## src/rtl/uart_transmitter_fifo_pkg.sv

```systemverilog
`default_nettype none
// ============================================================================
// Module   : uart_transmitter_fifo_pkg
// Brief    : Shared FSM state encoding and parity-mode constants.
// Revision : 1.0
// ============================================================================
package uart_transmitter_fifo_pkg;

    localparam int PARITY_NONE = 0;
    localparam int PARITY_EVEN = 1;
    localparam int PARITY_ODD  = 2;

    typedef enum logic [2:0] {
        ST_IDLE   = 3'd0,
        ST_START  = 3'd1,
        ST_DATA   = 3'd2,
        ST_PARITY = 3'd3,
        ST_STOP   = 3'd4
    } tx_state_t;

    function automatic logic parity_of(input logic [7:0] data, input int mode);
        return (mode == PARITY_ODD) ? ~^data : ^data;
    endfunction

endpackage
`default_nettype wire

```

## src/rtl/uart_transmitter_fifo_byte_fifo.sv

```systemverilog
`default_nettype none
// ============================================================================
// Module   : uart_transmitter_fifo_byte_fifo
// Brief    : Single-clock synchronous FIFO with occupancy count.
// Revision : 1.0
// ============================================================================
module uart_transmitter_fifo_byte_fifo #(
    parameter int WIDTH = 8,
    parameter int DEPTH = 16
) (
    input  logic                     clk,
    input  logic                     rst_n,
    input  logic                     push,
    input  logic [WIDTH-1:0]         push_data,
    input  logic                     pop,
    output logic [WIDTH-1:0]         pop_data,
    output logic                     full,
    output logic                     empty,
    output logic [$clog2(DEPTH):0]   count
);

    localparam int PTR_W = $clog2(DEPTH);
    localparam int CNT_W = PTR_W + 1;
    localparam logic [CNT_W-1:0] DEPTH_CNT = CNT_W'(DEPTH);

    logic [WIDTH-1:0] mem [DEPTH];
    logic [PTR_W-1:0] wr_ptr;
    logic [PTR_W-1:0] rd_ptr;
    logic [CNT_W-1:0] count_q;
    logic             push_ok;
    logic             pop_ok;

    assign full     = (count_q == DEPTH_CNT);
    assign empty    = (count_q == '0);
    assign count    = count_q;
    assign pop_data = mem[rd_ptr];
    assign push_ok  = push & ~full;
    assign pop_ok   = pop & ~empty;

    always_ff @(posedge clk) begin
        if (push_ok) begin
            mem[wr_ptr] <= push_data;
        end
    end

    // Depth is a power of two, so pointers wrap naturally.
    always_ff @(posedge clk or negedge rst_n) begin
        if (!rst_n) begin
            wr_ptr  <= '0;
            rd_ptr  <= '0;
            count_q <= '0;
        end else begin
            if (push_ok) begin
                wr_ptr <= wr_ptr + PTR_W'(1);
            end
            if (pop_ok) begin
                rd_ptr <= rd_ptr + PTR_W'(1);
            end
            case ({push_ok, pop_ok})
                2'b10:   count_q <= count_q + CNT_W'(1);
                2'b01:   count_q <= count_q - CNT_W'(1);
                default: count_q <= count_q;
            endcase
        end
    end

endmodule
`default_nettype wire

```

## src/rtl/uart_transmitter_fifo.sv

```systemverilog
`default_nettype none
// ============================================================================
// Module   : uart_transmitter_fifo
// Brief    : FIFO-fed UART transmitter with configurable frame and tx gate.
// Revision : 1.0
// ============================================================================
module uart_transmitter_fifo
    import uart_transmitter_fifo_pkg::*;
#(
    parameter int CLOCKS_PER_BAUD = 1250,
    parameter int DATA_BITS       = 8,
    parameter int PARITY_MODE     = 0,
    parameter int STOP_BITS       = 1,
    parameter int FIFO_DEPTH      = 16
) (
    input  logic                          clk,
    input  logic                          rst_n,
    input  logic [7:0]                    tx_byte,
    input  logic                          tx_byte_valid,
    output logic                          tx_byte_ready,
    input  logic                          tx_enable,
    output logic                          tx_out,
    output logic [$clog2(FIFO_DEPTH):0]   fifo_count,
    output logic                          busy
);

    localparam int BAUD_W = $clog2(CLOCKS_PER_BAUD);
    localparam logic [BAUD_W-1:0] BAUD_RELOAD   = BAUD_W'(CLOCKS_PER_BAUD - 1);
    localparam logic [2:0]        LAST_DATA_BIT = 3'(DATA_BITS - 1);
    localparam logic [2:0]        LAST_STOP_BIT = 3'(STOP_BITS - 1);
    localparam logic [7:0]        DATA_MASK     = 8'((1 << DATA_BITS) - 1);

    if (CLOCKS_PER_BAUD < 2 || DATA_BITS < 5 || DATA_BITS > 8 ||
        PARITY_MODE < 0 || PARITY_MODE > 2 || STOP_BITS < 1 || STOP_BITS > 2 ||
        FIFO_DEPTH < 2 || (FIFO_DEPTH & (FIFO_DEPTH - 1)) != 0) begin : g_bad_params
        $error("uart_transmitter_fifo: illegal parameter combination");
    end

    tx_state_t         state, state_d;
    logic [BAUD_W-1:0] baud_cnt, baud_cnt_d;
    logic [2:0]        bit_cnt, bit_cnt_d;
    logic [7:0]        shift_reg, shift_reg_d;
    logic              parity_bit, parity_bit_d;
    logic              tx_d;
    logic              load_frame;
    logic              fifo_push, fifo_pop, fifo_full, fifo_empty;
    logic [7:0]        fifo_data;
    logic              baud_done, can_start;

    assign tx_byte_ready = ~fifo_full;
    assign fifo_push     = tx_byte_valid & ~fifo_full;
    assign baud_done     = (baud_cnt == '0);
    assign can_start     = ~fifo_empty & tx_enable;
    assign busy          = (state != ST_IDLE) | ~fifo_empty;

    uart_transmitter_fifo_byte_fifo #(
        .WIDTH (8),
        .DEPTH (FIFO_DEPTH)
    ) u_fifo (
        .clk       (clk),
        .rst_n     (rst_n),
        .push      (fifo_push),
        .push_data (tx_byte),
        .pop       (fifo_pop),
        .pop_data  (fifo_data),
        .full      (fifo_full),
        .empty     (fifo_empty),
        .count     (fifo_count)
    );

    always_ff @(posedge clk or negedge rst_n) begin
        if (!rst_n) begin
            state      <= ST_IDLE;
            baud_cnt   <= '0;
            bit_cnt    <= '0;
            shift_reg  <= '0;
            parity_bit <= 1'b0;
            tx_out     <= 1'b1;
        end else begin
            state      <= state_d;
            baud_cnt   <= baud_cnt_d;
            bit_cnt    <= bit_cnt_d;
            shift_reg  <= shift_reg_d;
            parity_bit <= parity_bit_d;
            tx_out     <= tx_d;
        end
    end

    // tx_d is the line level of the state being entered, so tx_out is a pure flop.
    always_comb begin
        state_d      = state;
        baud_cnt_d   = baud_cnt;
        bit_cnt_d    = bit_cnt;
        shift_reg_d  = shift_reg;
        parity_bit_d = parity_bit;
        tx_d         = tx_out;
        fifo_pop     = 1'b0;
        load_frame   = 1'b0;

        case (state)
            ST_IDLE: begin
                tx_d       = 1'b1;
                load_frame = can_start;
            end
            ST_START: begin
                if (baud_done) begin
                    state_d   = ST_DATA;
                    bit_cnt_d = '0;
                    tx_d      = shift_reg[0];
                end
            end
            ST_DATA: begin
                if (baud_done) begin
                    if (bit_cnt == LAST_DATA_BIT) begin
                        if (PARITY_MODE != PARITY_NONE) begin
                            state_d = ST_PARITY;
                            tx_d    = parity_bit;
                        end else begin
                            state_d   = ST_STOP;
                            bit_cnt_d = '0;
                            tx_d      = 1'b1;
                        end
                    end else begin
                        bit_cnt_d   = bit_cnt + 3'd1;
                        shift_reg_d = shift_reg >> 1;
                        tx_d        = shift_reg[1];
                    end
                end
            end
            ST_PARITY: begin
                if (baud_done) begin
                    state_d   = ST_STOP;
                    bit_cnt_d = '0;
                    tx_d      = 1'b1;
                end
            end
            ST_STOP: begin
                if (baud_done) begin
                    if (bit_cnt == LAST_STOP_BIT) begin
                        load_frame = can_start;
                        state_d    = ST_IDLE;
                    end else begin
                        bit_cnt_d = bit_cnt + 3'd1;
                    end
                end
            end
            default: begin
                state_d = ST_IDLE;
                tx_d    = 1'b1;
            end
        endcase

        if (state != ST_IDLE) begin
            baud_cnt_d = baud_done ? BAUD_RELOAD : baud_cnt - BAUD_W'(1);
        end

        // Shared by IDLE and the back-to-back path out of STOP.
        if (load_frame) begin
            fifo_pop     = 1'b1;
            state_d      = ST_START;
            baud_cnt_d   = BAUD_RELOAD;
            shift_reg_d  = fifo_data & DATA_MASK;
            parity_bit_d = parity_of(fifo_data & DATA_MASK, PARITY_MODE);
            tx_d         = 1'b0;
        end
    end

endmodule
`default_nettype wire

```

## config.mk

```make
export PLATFORM = sky130hd
export DESIGN_NAME = uart_transmitter_fifo
export DESIGN_NICKNAME = d
export VERILOG_FILES = /design/src/rtl/uart_transmitter_fifo_pkg.sv /design/src/rtl/uart_transmitter_fifo_byte_fifo.sv /design/src/rtl/uart_transmitter_fifo.sv
export SDC_FILE = /design/constraint.sdc
export NUM_CORES = 1
export LEC_CHECK = 0
export CAP_MARGIN = 20
export CORE_ASPECT_RATIO = 0.9
export CORE_UTILIZATION = 40
export CTS_BUF_LIST = sky130_fd_sc_hd__clkbuf_4 sky130_fd_sc_hd__clkbuf_8 sky130_fd_sc_hd__clkbuf_16
export DETAILED_ROUTE_END_ITERATION = 6
export GPL_TIMING_DRIVEN = 0
export PLACE_DENSITY = 0.59
export SYNTH_ARGS = -nofsm -noshare
export SYNTH_HDL_FRONTEND = slang
export SYNTH_SLANG_ARGS = --single-unit
```

## constraint.sdc

```tcl
create_clock -name clk -period 4.55 [get_ports clk]
set_clock_uncertainty 0.05 [all_clocks]
set_input_delay 0.6825 -clock clk [delete_from_list [all_inputs] [get_ports clk]]
set_output_delay 0.6825 -clock clk [all_outputs]
set_load 0.005 [all_outputs]
```

* After elaboration in Yosys (flattened, before gate mapping)
Memory sizes are Yosys's and may differ from the RTL's.
Index checks and enable logic that the tools add are counted.
** Storage, ports and cells
- Output and inout bits :: 8
- Memories :: 1
- Memory bits (writable) :: 128
- Flip-flop bits (word level) :: 39
** Cells by class
- Muxes and demuxes :: 34
- Add/sub/neg operators :: 6
- Bitwise gates (word level) :: 7
- Equal/unequal tests :: 21
- Reduce and logical (&&, ||, !) cells :: 15
** Memory list
- u_fifo.mem :: words 16, bits a word 8, rd ports 1, clocked after memory_dff 0, write ports 1, RTL line uart_transmitter_fifo_byte_fifo.sv:26 : logic [WIDTH-1:0] mem [DEPTH];
** Operators by type and width (count)
- 3-bit two-way mux :: 12
- 11-bit two-way mux :: 3
- 8-bit two-way mux :: 4
- 3-bit != test, second input constant :: 6
- 3-bit one-hot mux with 5 select lines :: 1
- 2-bit != test, second input constant :: 6
- 11-bit logical NOT :: 1
- 11-bit by 1-bit subtractor with 11-bit output, second input constant :: 1
- 1-bit two-way mux :: 10
- 5-bit one-hot mux with 2 select lines :: 1
- 3-bit one-hot mux with 3 select lines :: 1
- 4-bit by 1-bit adder with 4-bit output, second input constant :: 2
- 2-bit nonzero test :: 4
- 7-bit AND reduction :: 1
- 3-bit by 2-bit equality test with 1-bit output, second input constant :: 2
- 3-bit equality test, second input constant :: 2
- 3-bit logical NOT :: 2
- 3-bit nonzero test :: 2
- 5-bit by 1-bit adder with 5-bit output, second input constant :: 1
- 5-bit equality test, second input constant :: 1
- 5-bit logical NOT :: 1
- 5-bit AND reduction :: 1
- 5-bit by 1-bit subtractor with 5-bit output, second input constant :: 1
- 1-bit bitwise AND :: 4
- other kinds (12) :: 13

* Logic depth before layout (Yosys ltp)
- Depth in word-level cells :: 10
- Gate-level depth with buffers :: 15
- Mapped depth without buffers :: 13

* Hierarchy
Synthesis repeated with hierarchy kept, for this count alone.
** Unflattened totals
- Cell total of the unflattened synthesis :: 483
- Area, all modules :: 7327.0 um2
** By module, submodules not included
- uart_transmitter_fifo_byte_fifo :: seq. area each 4169.0 um2, instances 1, cells an instance 332, area each 5779.3 um2
- uart_transmitter_fifo :: seq. area each 651.9 um2, instances 1, cells an instance 151, area each 1547.7 um2

* Worst setup path before layout
Ideal clock, no wire load.
- Path kind :: reg2reg
- From :: register baud_cnt[3]
- To :: register u_fifo.count_q[4] (netlist: u_fifo.count[4])
- Arrival :: 3.100 ns
- Library setup time :: 0.126 ns
- Period minus slack after synthesis :: 3.276 ns
- Slack :: 1.274 ns
- Cell stages (with the launch flop) :: 14
- Required time :: 4.374 ns
- Cells stage by stage :: dfrtp_1 -> or4_4 -> nand4b_4 -> a2111oi_4 -> buf_2 -> ha_1 -> clkbuf_1 -> xor2_1 -> ha_1 -> nor2b_1 -> o21ai_0 -> a31oi_1 -> nor2_1 -> xor2_1
** On the way
- Cells in the longest elaborated chain, start to end :: 7
- Elaborated cells on any way between the ends :: 9
- Classes of those cells :: 2 x eq/ne; 4 x mux; 1 x bitwise; 2 x reduce/logical
** RTL lines
- start, declared :: RTL line uart_transmitter_fifo.sv:40 : logic [BAUD_W-1:0] baud_cnt, baud_cnt_d;
- start signal, assigned :: RTL line uart_transmitter_fifo.sv:81 : baud_cnt <= baud_cnt_d;
- 11-bit logical NOT (*) :: RTL line uart_transmitter_fifo.sv:52 : assign baud_done = (baud_cnt == '0);
- 1-bit two-way mux (*) :: RTL line uart_transmitter_fifo.sv:138 : if (baud_done) begin
- 1-bit one-hot mux with 2 select lines (*) :: RTL line uart_transmitter_fifo.sv:100 : case (state)
- 1-bit two-way mux (*) :: RTL line uart_transmitter_fifo.sv:158 : if (load_frame) begin
- 1-bit bitwise AND (*) :: RTL line uart_transmitter_fifo_byte_fifo.sv:38 : assign pop_ok = pop & ~empty;
- net u_fifo.pop_ok :: RTL line uart_transmitter_fifo_byte_fifo.sv:31 : logic pop_ok;
- 2-bit by 1-bit equality test with 1-bit output / 2-bit equality test (equally long branches) :: RTL line uart_transmitter_fifo_byte_fifo.sv:59 : case ({push_ok, pop_ok})
- 5-bit one-hot mux with 2 select lines / 2-bit nonzero test (equally long branches)
- end signal, assigned :: RTL line uart_transmitter_fifo_byte_fifo.sv:60 : 2'b10: count_q <= count_q + CNT_W'(1);
- end signal, assigned :: RTL line uart_transmitter_fifo_byte_fifo.sv:61 : 2'b01: count_q <= count_q - CNT_W'(1);
- end signal, assigned :: RTL line uart_transmitter_fifo_byte_fifo.sv:62 : default: count_q <= count_q;
- end, declared :: RTL line uart_transmitter_fifo_byte_fifo.sv:29 : logic [CNT_W-1:0] count_q;
Mark *: on every way through the listed nets, which the timed path passes. The rest lies on a longest branch.
A chain may end at the register's enable or synchronous reset.

* Final worst setup path
- From :: register baud_cnt[0]
- To :: register u_fifo.count_q[4] (netlist: u_fifo.count[4])
The elaborated chain is that of the path after synthesis.

==> metrics.cfg <==
[clock_network]
cts_hold_buf = 0
root_buffer = clkbuf_16
cts.path.max_buffers = 2
clk-insertion-delay-late_ns = 0.43
cts_tree = built
cts_sinks = 167
h-tree-depth = 4
postCtsSetupRepairBufs = 0
numCtsBuffers = 17
ctsResizeCount = 0
clk_pin_slew_ns = 0.07

[routing]
ant_nets = 0
drt_iter0_markers = 264
wl_per_cell_um = 18.81
remaining_drc_errors = 0
routed_via_density = 5.216
vias = 3870
firstDrtPassIters = 4
wl_um = 13960

[yosys]
synth_top_area_share_pct = 54.17
ys_seq_area_share_pct = 67.94
synth-main-ff-cell = edfxtp_1
synth_xor_area_share_pct = 2.345
synth_fa_ha_area_share_pct = 2.292
synth_edf_count = 128
muxShareOfSynthArea_pct = 11.46
yosys.area.top_type = edfxtp_1
ys_types = 45
synth-compound-area-share_pct = 6.295
yosys_warnings = 0
avgSynthCellArea_sq_um = 15.73
async_reset_ff_share_pct = 23.35
synth.net_count = 476
synth_area_sq_um = 7096
synth-simple-area-share_pct = 7.618
syn_inst = 451
yosys-top-cells-area = edfxtp_1 (54%), dfrtp_1 (13%), mux4_2 (10%)
synth_top_family_by_area = multiplexers
ys_ff_latch = 167

[worst_setup_path]
end_kind = flop
path_buf_inv = 3
cp_max_fo = 11
cp.arrival_ns = 3.95
max_stage_delay_ns = 0.49
cp_slowest_cell = a2111oi_4
r2r_cells = 15
reg2reg_slack_ns = 0.86
path_cells = inv_1 > ha_1 > nor3b_1 > nand4b_4 > a2111oi_4 > buf_2 > ha_1 > clkbuf_1 > xor2_1 > ha_1 > nor2b_1 > o21ai_0 > a31oi_1 > nor2_1 > xor2_1
critPathMostFrequentCell = ha_1
start_kind = flop
crit_type = reg2reg
required_ns = 4.80
cp_top_family = simple AND/OR/NAND/NOR gates
r2r-start = baud_cnt[0]$_DFFE_PN0P_
reg2reg_to = u_fifo.count[4]$_DFFE_PN0P_

[power]
powerDensity_nw_per_um2 = 584.9
clock_power_share_pct = 27.9
p_int_w = 0.003248
peakVddDrop_mv = 0.3105
p_switching_w = 0.001540
p_leak_nw = 2.863
power_frac_seq_pct = 42.6
swShare_pct = 32.16
combPwrFrac_pct = 29.5

[grt]
grt_max_degree = 22
grt-ovfl-total = 0
grt_pass1_vias = 3952
grt_pass1_wl_um = 22500
grt_util_all_layers_pct = 17.18
antenna_found_initial = 0

[floorplanning]
die_w_um = 142.4
rows = 45
core_sq_um = 17120
die_h_um = 128.4
io_pins = 20
start_util_pct = 41.45
die-area_sq_um = 18280

[place]
dpl.hpwl_um = 9354
gp_congestion = 0.7537
post-place-ws_ns = 0.7584
dpl_cell_area_sq_um = 7632
io_buffers = 19

[timing]
min_period_over_period_pct = 81.18
rsz0062_at_grt = false
drv_slew = 0
max_freq_mhz = 270.7
tns_ns = 0
tightest_slew_ns = 0.8511
fin_ws_ns = 0.8564
min_period_ns = 3.694
hold_slack_ns = 0.1549
max_slew_margin_pct = 42.82
finalSetupViolCount = 0
finalHoldViolations = 0

[cells_and_area]
largest_reg_flops = 128
num-fill-cells = 1491
drive_gt1_share_pct = 16.57
fin_nets = 519
final_area_sq_um = 8185
area_growth_pct = 15.36
antenna_cells = 0

[run]
maxCapViolCount = 0

[worst_hold_path]
hold_class = in2async

[status]
status = completed

## kinds of logic (layout without fill, tap and decap cells)
group | count (synthesis) | after routing
mux | 41 | 41
flops | 167 | 167
fa+ha+maj | 13 | 13
buf+inv | 35 | 91
simple gates | 108 | 108
xor+xnor | 19 | 19
compound gates | 68 | 68
## worst max path at each step
stage,from,to,depth (start not counted)
global placement,tx_enable,u_fifo.count[4]$_DFFE_PN0P_,13
detailed placement,tx_enable,u_fifo.count[4]$_DFFE_PN0P_,13
floorplan,baud_cnt[3]$_DFFE_PN0P_,u_fifo.count[4]$_DFFE_PN0P_,13
global route,baud_cnt[0]$_DFFE_PN0P_,u_fifo.count[4]$_DFFE_PN0P_,15
finish,baud_cnt[0]$_DFFE_PN0P_,u_fifo.count[4]$_DFFE_PN0P_,15
CTS,baud_cnt[0]$_DFFE_PN0P_,u_fifo.count[4]$_DFFE_PN0P_,15
## cells in the final DEF (no fill, tap or decap), types with 3 or more instances in the layout
master / instances
clkbuf_1: 15
clkdlybuf4s50_1: 18
xor2_1: 6
buf_1: 3
xnor2_1: 13
inv_6: 4
clkbuf_16: 17
inv_1: 11
mux4_2: 32
nand2b_1: 7
nor3_1: 11
clkinv_2: 3
dfrtp_1: 38
buf_2: 6
o21ai_1: 8
a211oi_1: 4
clkinv_4: 4
or4_1: 3
or3_1: 6
nor2_1: 26
nand2_1: 35
nor2b_1: 3
nand3_1: 4
o21ai_0: 15
edfxtp_1: 128
mux2i_1: 7
buf_4: 4
a21oi_1: 11
ha_1: 13
a22oi_1: 16
## layout make-up
class	count	area [sq um]	area share, %
flip-flops and latches	167	4821	58.90
multi-input cells	249	2130	26.02
clock buffers	18	432.9	5.289
well taps	235	294.0	3.592
repair buffers	24	242.7	2.965
clock inverters	14	120.1	1.467
plain buffers	24	103.9	1.269
inverters	11	41.29	0.5044
## per-stage QoR
stage          util, %  power [W]  instances
2_1_floorplan        -   0.003034        451
3_3_place_gp     44.28   0.003454        705
3_5_place_dp     44.59   0.003499        710
4_1_cts          47.82   0.004835        742
5_1_grt          47.82   0.005061        742
6_report         47.82   0.004788        742
## cell usage after synthesis (3+ instances only)
library cell,n
nor3_1,11
nand2_1,35
ha_1,13
xor2_1,6
inv_1,11
or3_1,6
mux2i_1,7
o21ai_1,8
edfxtp_1,128
a22oi_1,16
nand3_1,4
mux4_2,32
xnor2_1,13
clkbuf_1,15
nand2b_1,7
buf_2,5
a211oi_1,4
o21ai_0,15
nor2_1,26
dfrtp_1,38
a21oi_1,11
buf_1,3
nor2b_1,3
or4_1,3
## power by group through the flow
stage,combinational [W],sequential [W],clock (W)
6_report,0.00141,0.00204,0.00134
5_1_grt,0.00156,0.00207,0.00143
4_1_cts,0.00143,0.00204,0.00136
3_5_place_dp,0.00143,0.00207,0
3_3_place_gp,0.00140,0.00206,0
2_1_floorplan,0.00100,0.00203,0
## metal layers
metal  part of all wire [%]  global-route usage, %  wire length, um
met1                     47                  23.83             6536
met2                     49                  26.44             6776
met3                    3.3                  4.019              458
met4                    1.3                  6.641              188
met5                      0                      0                0
Note: power is estimated with default switching activity, not from simulation.
